File: src/rtl/calc_frame_sequencer_if.sv
// Byte-link and calculator-side signals of the frame sequencer.
// The master modport is the sequencer; the slave modport is its environment.
`timescale 1ns/1ps
interface calc_frame_sequencer_if;
    logic [7:0]  rx_data;
    logic        rx_valid;
    logic        rx_ready;
    logic [7:0]  tx_data;
    logic        tx_valid;
    logic        tx_ready;
    logic [7:0]  calc_a;
    logic [7:0]  calc_b;
    logic [1:0]  calc_opcode;
    logic [15:0] calc_result;
    logic        calc_error;
    logic        busy;
    logic        frame_err;

    modport master (
        input  rx_data, rx_valid, tx_ready, calc_result, calc_error,
        output rx_ready, tx_data, tx_valid, calc_a, calc_b, calc_opcode, busy, frame_err
    );

    modport slave (
        output rx_data, rx_valid, tx_ready, calc_result, calc_error,
        input  rx_ready, tx_data, tx_valid, calc_a, calc_b, calc_opcode, busy, frame_err
    );
endinterface

File: src/rtl/calc_frame_sequencer.sv
// Receives 3-byte request frames, drives the calculator from registers and
// returns a 3-byte response frame (status, result high, result low).
`timescale 1ns/1ps
module calc_frame_sequencer #(
    parameter int unsigned IDLE_TIMEOUT = 255
) (
    input  logic clk,
    input  logic rst,
    calc_frame_sequencer_if.master bus
);

    typedef enum logic [2:0] {
        S_IDLE, S_GET_A, S_GET_B, S_EXEC, S_SEND_S, S_SEND_H, S_SEND_L
    } state_t;

    localparam logic [7:0] TIMEOUT_LAST = 8'(IDLE_TIMEOUT - 1);

    state_t      r_state, w_state_nxt;
    logic [7:0]  r_cnt, w_cnt_nxt;
    logic [15:0] r_res_q, w_res_nxt;
    logic        r_err_q, w_err_nxt;
    logic [7:0]  r_calc_a, w_calc_a_nxt;
    logic [7:0]  r_calc_b, w_calc_b_nxt;
    logic [1:0]  r_opcode, w_opcode_nxt;
    logic [7:0]  r_tx_data, w_tx_data_nxt;
    logic        r_tx_valid, r_rx_ready, r_busy, r_frame_err;
    logic        w_frame_err_nxt;
    logic        w_rx_fire, w_tx_fire;

    assign w_rx_fire = bus.rx_valid & r_rx_ready;
    assign w_tx_fire = r_tx_valid & bus.tx_ready;

    // NOTE: every signal gets its default first so no path leaves one unassigned (no latches).
    always_comb begin
        w_state_nxt     = r_state;
        w_cnt_nxt       = 8'd0;
        w_res_nxt       = r_res_q;
        w_err_nxt       = r_err_q;
        w_calc_a_nxt    = r_calc_a;
        w_calc_b_nxt    = r_calc_b;
        w_opcode_nxt    = r_opcode;
        w_tx_data_nxt   = r_tx_data;
        w_frame_err_nxt = 1'b0;
        case (r_state)
            S_IDLE: begin
                if (w_rx_fire) begin
                    if (bus.rx_data[7:4] == 4'hA && bus.rx_data[3:2] == 2'b00) begin
                        w_opcode_nxt = bus.rx_data[1:0];
                        w_state_nxt  = S_GET_A;
                    end else begin
                        w_frame_err_nxt = 1'b1;
                    end
                end
            end
            S_GET_A, S_GET_B: begin
                // An accepted byte beats a timeout landing on the same edge.
                if (w_rx_fire) begin
                    if (r_state == S_GET_A) begin
                        w_calc_a_nxt = bus.rx_data;
                        w_state_nxt  = S_GET_B;
                    end else begin
                        w_calc_b_nxt = bus.rx_data;
                        w_state_nxt  = S_EXEC;
                    end
                end else if (r_cnt == TIMEOUT_LAST) begin
                    w_frame_err_nxt = 1'b1;
                    w_state_nxt     = S_IDLE;
                end else begin
                    w_cnt_nxt = r_cnt + 8'd1;
                end
            end
            S_EXEC: begin
                // On divide-by-zero the calculator result is undefined; substitute zero.
                w_err_nxt     = bus.calc_error;
                w_res_nxt     = bus.calc_error ? 16'h0000 : bus.calc_result;
                w_tx_data_nxt = {4'h5, 1'b0, bus.calc_error, r_opcode};
                w_state_nxt   = S_SEND_S;
            end
            S_SEND_S: begin
                if (w_tx_fire) begin
                    w_tx_data_nxt = r_res_q[15:8];
                    w_state_nxt   = S_SEND_H;
                end
            end
            S_SEND_H: begin
                if (w_tx_fire) begin
                    w_tx_data_nxt = r_res_q[7:0];
                    w_state_nxt   = S_SEND_L;
                end
            end
            S_SEND_L: begin
                if (w_tx_fire) w_state_nxt = S_IDLE;
            end
            default: w_state_nxt = S_IDLE;
        endcase
    end

    // NOTE: sequential state uses non-blocking assignments so all registers update together.
    always_ff @(posedge clk or posedge rst) begin
        if (rst) begin
            r_state     <= S_IDLE;
            r_cnt       <= 8'd0;
            r_res_q     <= 16'h0000;
            r_err_q     <= 1'b0;
            r_calc_a    <= 8'd0;
            r_calc_b    <= 8'd0;
            r_opcode    <= 2'd0;
            r_tx_data   <= 8'd0;
            r_tx_valid  <= 1'b0;
            r_rx_ready  <= 1'b0;
            r_busy      <= 1'b0;
            r_frame_err <= 1'b0;
        end else begin
            r_state     <= w_state_nxt;
            r_cnt       <= w_cnt_nxt;
            r_res_q     <= w_res_nxt;
            r_err_q     <= w_err_nxt;
            r_calc_a    <= w_calc_a_nxt;
            r_calc_b    <= w_calc_b_nxt;
            r_opcode    <= w_opcode_nxt;
            r_tx_data   <= w_tx_data_nxt;
            r_tx_valid  <= w_state_nxt inside {S_SEND_S, S_SEND_H, S_SEND_L};
            r_rx_ready  <= w_state_nxt inside {S_IDLE, S_GET_A, S_GET_B};
            r_busy      <= (w_state_nxt != S_IDLE);
            r_frame_err <= w_frame_err_nxt;
        end
    end

    assign bus.rx_ready    = r_rx_ready;
    assign bus.tx_data     = r_tx_data;
    assign bus.tx_valid    = r_tx_valid;
    assign bus.calc_a      = r_calc_a;
    assign bus.calc_b      = r_calc_b;
    assign bus.calc_opcode = r_opcode;
    assign bus.busy        = r_busy;
    assign bus.frame_err   = r_frame_err;

endmodule

File: src/flat_wrapper.sv
// flat-port wrapper written by rule: the top's interface ports become plain ports
module calc_frame_sequencer_flat 
#(
    parameter int unsigned IDLE_TIMEOUT = 255
)
  (clk, rst, bus_rx_data, bus_rx_valid, bus_tx_ready, bus_calc_result, bus_calc_error, bus_rx_ready, bus_tx_data, bus_tx_valid, bus_calc_a, bus_calc_b, bus_calc_opcode, bus_busy, bus_frame_err);
  calc_frame_sequencer_if bus_i ();
  input  logic clk;
  input  logic rst;
  input wire logic [$bits(bus_i.rx_data)-1:0] bus_rx_data;
  input wire logic [$bits(bus_i.rx_valid)-1:0] bus_rx_valid;
  input wire logic [$bits(bus_i.tx_ready)-1:0] bus_tx_ready;
  input wire logic [$bits(bus_i.calc_result)-1:0] bus_calc_result;
  input wire logic [$bits(bus_i.calc_error)-1:0] bus_calc_error;
  output wire logic [$bits(bus_i.rx_ready)-1:0] bus_rx_ready;
  output wire logic [$bits(bus_i.tx_data)-1:0] bus_tx_data;
  output wire logic [$bits(bus_i.tx_valid)-1:0] bus_tx_valid;
  output wire logic [$bits(bus_i.calc_a)-1:0] bus_calc_a;
  output wire logic [$bits(bus_i.calc_b)-1:0] bus_calc_b;
  output wire logic [$bits(bus_i.calc_opcode)-1:0] bus_calc_opcode;
  output wire logic [$bits(bus_i.busy)-1:0] bus_busy;
  output wire logic [$bits(bus_i.frame_err)-1:0] bus_frame_err;
  assign bus_i.rx_data = bus_rx_data;
  assign bus_i.rx_valid = bus_rx_valid;
  assign bus_i.tx_ready = bus_tx_ready;
  assign bus_i.calc_result = bus_calc_result;
  assign bus_i.calc_error = bus_calc_error;
  assign bus_rx_ready = bus_i.rx_ready;
  assign bus_tx_data = bus_i.tx_data;
  assign bus_tx_valid = bus_i.tx_valid;
  assign bus_calc_a = bus_i.calc_a;
  assign bus_calc_b = bus_i.calc_b;
  assign bus_calc_opcode = bus_i.calc_opcode;
  assign bus_busy = bus_i.busy;
  assign bus_frame_err = bus_i.frame_err;
  calc_frame_sequencer #(.IDLE_TIMEOUT(IDLE_TIMEOUT)) u_core (.clk(clk), .rst(rst), .bus(bus_i));
endmodule
File: config.mk
export PLATFORM = sky130hd
export DESIGN_NAME = calc_frame_sequencer_flat
export DESIGN_NICKNAME = d
export VERILOG_FILES = /design/src/rtl/calc_frame_sequencer_if.sv /design/src/rtl/calc_frame_sequencer.sv /design/src/flat_wrapper.sv
export SDC_FILE = /design/constraint.sdc
export NUM_CORES = 1
export LEC_CHECK = 0
export BUFFER_PORTS_ARGS = -buffer_cell sky130_fd_sc_hd__buf_2
export CORE_ASPECT_RATIO = 1.1
export CORE_MARGIN = 2
export CORE_UTILIZATION = 40
export CTS_BUF_LIST = sky130_fd_sc_hd__clkbuf_16
export DETAILED_ROUTE_END_ITERATION = 8
export SYNTH_ARGS = -nofsm -noshare
export SYNTH_HDL_FRONTEND = slang
export SYNTH_SLANG_ARGS = --single-unit
File: constraint.sdc
create_clock -name clk -period 3.4 [get_ports clk]
set_clock_uncertainty 0.1 [all_clocks]
set_input_delay 0.17 -clock clk [delete_from_list [all_inputs] [get_ports clk]]
set_output_delay 0.17 -clock clk [all_outputs]
set_load 0.02 [all_outputs]
# Yosys cells after proc, flatten, opt, wreduce, memory -nomap -nowiden
# Index checks and enable logic that the tools add are counted.
classes:
  n_addsub: 1
  multipliers: 0
  n_div: 0
  magnitude_cmp: 0
  eq_ne: 15
  shift: 0
  muxes: 21
  n_bitwise: 3
  n_reduce_logical: 13
ops:
  columns: ["cell", "n"]
  rows:
  - ["$mux 8", 5]
  - ["$pmux 8 s3", 1]
  - ["$mux 3", 7]
  - ["$eq 3x3->1 const B", 6]
  - ["$pmux 3 s6", 1]
  - ["$mux 16", 1]
  - ["$reduce_and 3->1", 4]
  - ["$reduce_bool 3->1", 4]
  - ["$eq 3x2->1 const B", 3]
  - ["$add 8x1->8 const B", 1]
  - ["$eq 8x8->1 const B", 1]
  - ["$eq 3x1->1 const B", 2]
  - ["$logic_not 3->1", 2]
  - ["$mux 1", 5]
  - ["$eq 4x4->1 const B", 1]
  - ["$ne 2x1->1 const B", 2]
  - ["$and 1x1->1", 2]
  - ["$logic_not 2->1", 1]
  - ["$pmux 1 s2", 1]
  - ["$reduce_or 2->1", 1]
  - ["$logic_and 1x1->1", 1]
  - ["$not 1->1", 1]
word_totals:
  reg_bits: 57
  latch_bits: 0
  ramBits: 0
  mem_bits_ro: 0
  in_bits: 29
  output_inout_bits: 30
  mem_count: 0

# Depth between registers and ports, before layout
depth:
  depth_word: 7
  ltp_mapped: 6

# Worst setup path after synthesis
# Ideal clock, no wire load.
synth_path:
  kind: "flip-flop to flip-flop"
  from: "register u_core.r_rx_ready, in the netlist u_core.bus.rx_ready"
  to: "register u_core.r_opcode[0], in the netlist u_core.bus.calc_opcode[0]"
  arrival_time_ns: 1.364
  t_required_ns: 3.175
  setup_slack_ns: 1.811
  stages_incl_launch_ff: 4
  period_less_slack_ns: 1.589
  path_cell_list: "dfrtp_1 > nand3_2 > nor4_2 > mux2_2"
synth_between:
  elab_chain_cells: 2
synth_rtl:
  columns: ["item", "line_no", "text"]
  rows:
  - ["start: declaration", "calc_frame_sequencer.sv:26", "logic r_tx_valid, r_rx_ready, r_busy, r_frame_err;"]
  - ["start signal: assignment", "calc_frame_sequencer.sv:123", "r_rx_ready <= w_state_nxt inside {S_IDLE, S_GET_A, S_GET_B};"]
  - ["$and 1x1->1", "calc_frame_sequencer.sv:30", "assign w_rx_fire = bus.rx_valid & r_rx_ready;"]
  - ["$reduce_and 3->1 (no line)", null, null]
  - ["end signal: assignment", "calc_frame_sequencer.sv:120", "r_opcode <= w_opcode_nxt;"]
  - ["end: declaration", "calc_frame_sequencer.sv:24", "logic [1:0] r_opcode, w_opcode_nxt;"]
# No other way between the ends.
# A chain may end at the register's enable or synchronous reset.

# Worst setup path in the final report
layout_path:
  from: "register u_core.r_state[0]"
  to: "register u_core.r_calc_a[7], in the netlist u_core.bus.calc_a[7]"
layout_between:
  elab_chain_cells: 3
layout_rtl:
  columns: ["item", "line_no", "text"]
  rows:
  - ["start: declaration", "calc_frame_sequencer.sv:18", "state_t r_state, w_state_nxt;"]
  - ["start signal: assignment", "calc_frame_sequencer.sv:114", "r_state <= w_state_nxt;"]
  - ["$eq 3x2->1 or $eq 3x1->1 (tied branches)", "calc_frame_sequencer.sv:44, calc_frame_sequencer.sv:58", null]
  - ["$reduce_or 2->1", "calc_frame_sequencer.sv:44", "case (r_state)"]
  - ["$reduce_and 3->1 (no line) (*)", null, null]
  - ["end signal: assignment", "calc_frame_sequencer.sv:118", "r_calc_a <= w_calc_a_nxt;"]
  - ["end: declaration", "calc_frame_sequencer.sv:22", "logic [7:0] r_calc_a, w_calc_a_nxt;"]
# Mark *: on every way between the ends. The rest lies on a longest branch, timed or not.

==> load_flow_metrics.sql <==
INSERT INTO impl_metrics (metric_group, metric, value, unit) VALUES
('floorplanning', 'dieHeight', '88.1', 'microns'),
('route', 'number_of_antenna_violating_nets_in_the_routed_design', '0', ''),
('timing', 'fmaxAchievable', '476', 'MHz'),
('outcome', 'status', 'completed', ''),
('setup_path', 'timing.critical_path.slowest_cell_delay', '0.89', 'ns'),
('clock_network', 'tritoncts', 'done', ''),
('clock_network', 'clk_pin_slew_worst_paths', '0.05', 'ns'),
('pwr', 'pwr-share-comb', '29.3', '%'),
('global_route', 'grt_use_total', '15.4', '%'),
('setup_path', 'path_buf_inv', '0', ''),
('timing', 'rsz0062_at_grt', 'no', ''),
('floorplanning', 'ios', '59', ''),
('setup_path', 'worst_setup_path_start_kind', 'flop', ''),
('setup_path', 'worst_reg_to_reg_setup_slack', '1.30', 'ns'),
('timing', 'total_count_of_max_transition_violations_in_the_final_report', '0', ''),
('clock_network', 'clk_path_buf_depth', '2', ''),
('global_route', 'grt_pass1_vias', '1785', ''),
('synth', 'yosys_register_bits', '57', ''),
('route', 'average_via_count_per_standard_cell', '4.93', ''),
('clock_network', 'cts_buffers', '9', ''),
('route', 'routed_wl', '4.93', 'mm'),
('floorplanning', 'effective_utilization_at_floorplan', '41.5', '%'),
('setup_path', 'cp.arrival', '2.20', 'ns'),
('synth', 'syn-num-nets', '260', ''),
('route', 'vias_after_detailed_routing', '1862', ''),
('cells_and_area', 'finish.net_count', '324', ''),
('placement', 'placement.cell_area', '0.00292', 'sq mm'),
('setup_path', 'critical_path.max_fanout', '19', ''),
('timing', 'setup_viol', '0', ''),
('timing', 'fin_crit', '2.10', 'ns'),
('synth', 'synth.yosys.seq_area_share', '55.5', '%'),
('clock_network', 'insertion_delay', '0.32', 'ns'),
('setup_path', 'critical_path_required', '3.50', 'ns'),
('setup_path', 'end_kind', 'flop', ''),
('synth', 'yosysUniqueCellTypes', '45', ''),
('setup_path', 'path_delay_family', 'flip-flops', ''),
('pwr', 'power_density', '862', 'mW/mm^2'),
('timing', 'finalWorstSetupSlack', '1.30', 'ns'),
('synth', 'synth_enable_flop_cells', '0', ''),
('cells_and_area', 'antenna_cells', '0', ''),
('synth', 'synthesis.instances', '229', ''),
('timing', 'final_hold_viols', '0', ''),
('clock_network', 'cts_setup_buffers', '0', ''),
('pwr', 'power_frac_clock', '30.8', '%'),
('synth', 'ys.flop_type', 'sky130_fd_sc_hd__dfrtp_1', ''),
('setup_path', 'worst_path_cell_trace', 'nand2b_1 > nor2_4 > mux2_2', ''),
('global_route', 'grt_overflow', '0', ''),
('global_route', 'grt_max_degree', '43', ''),
('synth', 'syn_area_per_cell', '11.2', 'sq um'),
('clock_network', 'clock-sinks', '57', ''),
('floorplanning', 'design.core.area', '0.00619', 'sq mm'),
('synth', 'ys.warnings.count', '0', ''),
('route', 'drc', '0', ''),
('pwr', 'seq_power_share', '39.9', '%'),
('cells_and_area', 'finish.instance_area', '0.00325', 'sq mm'),
('job', 'cap_viol_max_count', '0', ''),
('pwr', 'netSwitchingPower', '975', 'uW'),
('cells_and_area', 'final_cell_utilization_of_the_core', '52.5', '%'),
('cells_and_area', 'syn2layout_area_growth', '26.5', '%'),
('global_route', 'first_pass_grt_wire_length', '8.27', 'mm'),
('placement', 'dpl.hpwl', '3.57', 'mm'),
('pwr', 'power_switching_share', '34.8', '%'),
('timing', 'max-slew-margin-rel', '42.9', '%'),
('clock_network', 'htree_levels', '3', ''),
('cells_and_area', 'final_cell_mix', '58 x sky130_fd_sc_hd__buf_2, 57 x sky130_fd_sc_hd__dfrtp_1, 29 x sky130_fd_sc_hd__nand2_1', ''),
('clock_network', 'clockRootBuffer', 'sky130_fd_sc_hd__clkbuf_16', ''),
('placement', 'number_of_port_buffers', '58', ''),
('setup_path', 'crit_path_top_delay_cell', 'sky130_fd_sc_hd__dfrtp_1', ''),
('route', 'routed_wire_length_per_instance', '13.0', 'microns'),
('cells_and_area', 'post_route_cells_drive_above_1_share', '34.2', '%'),
('route', 'drt_first_pass_iters', '4', '');
-- cell usage after synthesis, types with 2 or more instances --
cell type	n	area, sq um
sky130_fd_sc_hd__buf_4	2	15.0
sky130_fd_sc_hd__o31ai_1	3	22.5
sky130_fd_sc_hd__clkbuf_1	5	18.8
sky130_fd_sc_hd__a21oi_1	5	25.0
sky130_fd_sc_hd__nand3_1	4	20.0
sky130_fd_sc_hd__o22ai_1	2	12.5
sky130_fd_sc_hd__xor2_1	5	43.8
sky130_fd_sc_hd__dfrtp_1	57	1430
sky130_fd_sc_hd__nor2_1	15	56.3
sky130_fd_sc_hd__ha_1	2	25.0
sky130_fd_sc_hd__nand4_1	3	18.8
sky130_fd_sc_hd__a31oi_1	2	12.5
sky130_fd_sc_hd__nand2b_1	19	119
sky130_fd_sc_hd__nand2_1	29	109
sky130_fd_sc_hd__buf_2	2	10.0
sky130_fd_sc_hd__mux2i_1	8	80.1
sky130_fd_sc_hd__o21ai_0	19	95.1
sky130_fd_sc_hd__o21ai_1	2	10.0
sky130_fd_sc_hd__mux2_2	18	203
sky130_fd_sc_hd__inv_1	2	7.51
-- stage by stage --
stage / hold slack, ns / power (mW) / instances
4_1_cts: 0.000493 / 2.84 / 378
6_report: 0.00577 / 2.80 / 378
3_5_place_dp: 0.308 / 1.96 / 359
2_1_floorplan: 0.218 / 1.70 / 229
5_1_grt: 0.00855 / 2.99 / 378
3_3_place_gp: 0.307 / 1.94 / 359
-- path summary, 6_finish.rpt --
path	from	endpoint	cells past startpoint
setup reg to reg	u_core.r_state[0]	u_core.bus.calc_a[7]	3
max in group asynchronous	rst	u_core.bus.calc_a[7]	4
min in group asynchronous	rst	u_core.bus.calc_b[1]	3
hold reg to reg	u_core.r_res_q[2]	u_core.r_res_q[2]	2
setup / recovery	u_core.r_state[0]	u_core.bus.calc_a[7]	3
hold / removal	bus_calc_result[10]	u_core.r_res_q[10]	3
-- flip-flops by register name (all words and copies together) (netlist names), 2 cells and up --
name and flops:
u_core.bus.calc_a 8, u_core.bus.calc_b 8, u_core.bus.calc_opcode 2, u_core.bus.tx_data 8, u_core.r_cnt 8, u_core.r_res_q 16, u_core.r_state 3
-- cell families (layout without fill, tap and decap cells) --
| kind of cell | count (synthesis) | count (layout) | synth area share (%) |
|---|---|---|---|
| AOI/OAI and AO/OA | 41 | 41 | 9.74 |
| adders and majority gates | 2 | 2 | 0.974 |
| and+or+nand+nor | 85 | 85 | 18.6 |
| buffers and inverters | 12 | 81 | 2.14 |
| DFF | 57 | 57 | 55.5 |
| xor gates and xnor gates | 6 | 6 | 2.04 |
| muxes | 26 | 26 | 11.0 |
-- tightest hold or removal path: stages --
cell,delay (ns)
sky130_fd_sc_hd__buf_2,0.09
sky130_fd_sc_hd__nand2b_1,0.05
sky130_fd_sc_hd__o21ai_0,0.06
-- per-layer routing --
metal	up-vias	track usage [%]	wire length, microns	share of wire (%)
li1	938	-	-	-
met1	867	19.4	2280	46
met2	53	24.3	2340	48
met3	4	5.15	274	5.6
met4	0	6.47	35	0.71
met5	-	0	0	0
-- cell type report --
type	count	area, sq um
fillers	571	2940
flip-flops and latches	57	1430
multi-input cells	160	1090
repair buffers	62	328
clock buffers	9	225
well taps	80	100
clock inverters	7	71.3
inverters	3	11.3
-- timing repair --
| action | 4_1_cts | 5_1_grt |
|---|---|---|
| setup endpoints to repair | 0 | 0 |
| hold endpoints to repair | 43 | 0 |
| hold buffers | 3 | 0 |
-- power groups by stage --
stage | logic, mW | clock network, mW | registers, mW
after CTS | 0.834 | 0.883 | 1.12
final | 0.822 | 0.864 | 1.12
after detailed placement | 0.829 | 0 | 1.13
after global routing | 0.916 | 0.918 | 1.16
after floorplan | 0.482 | 0 | 1.22
after global placement | 0.816 | 0 | 1.12
No activity file was read; power rests on OpenSTA's default activity.
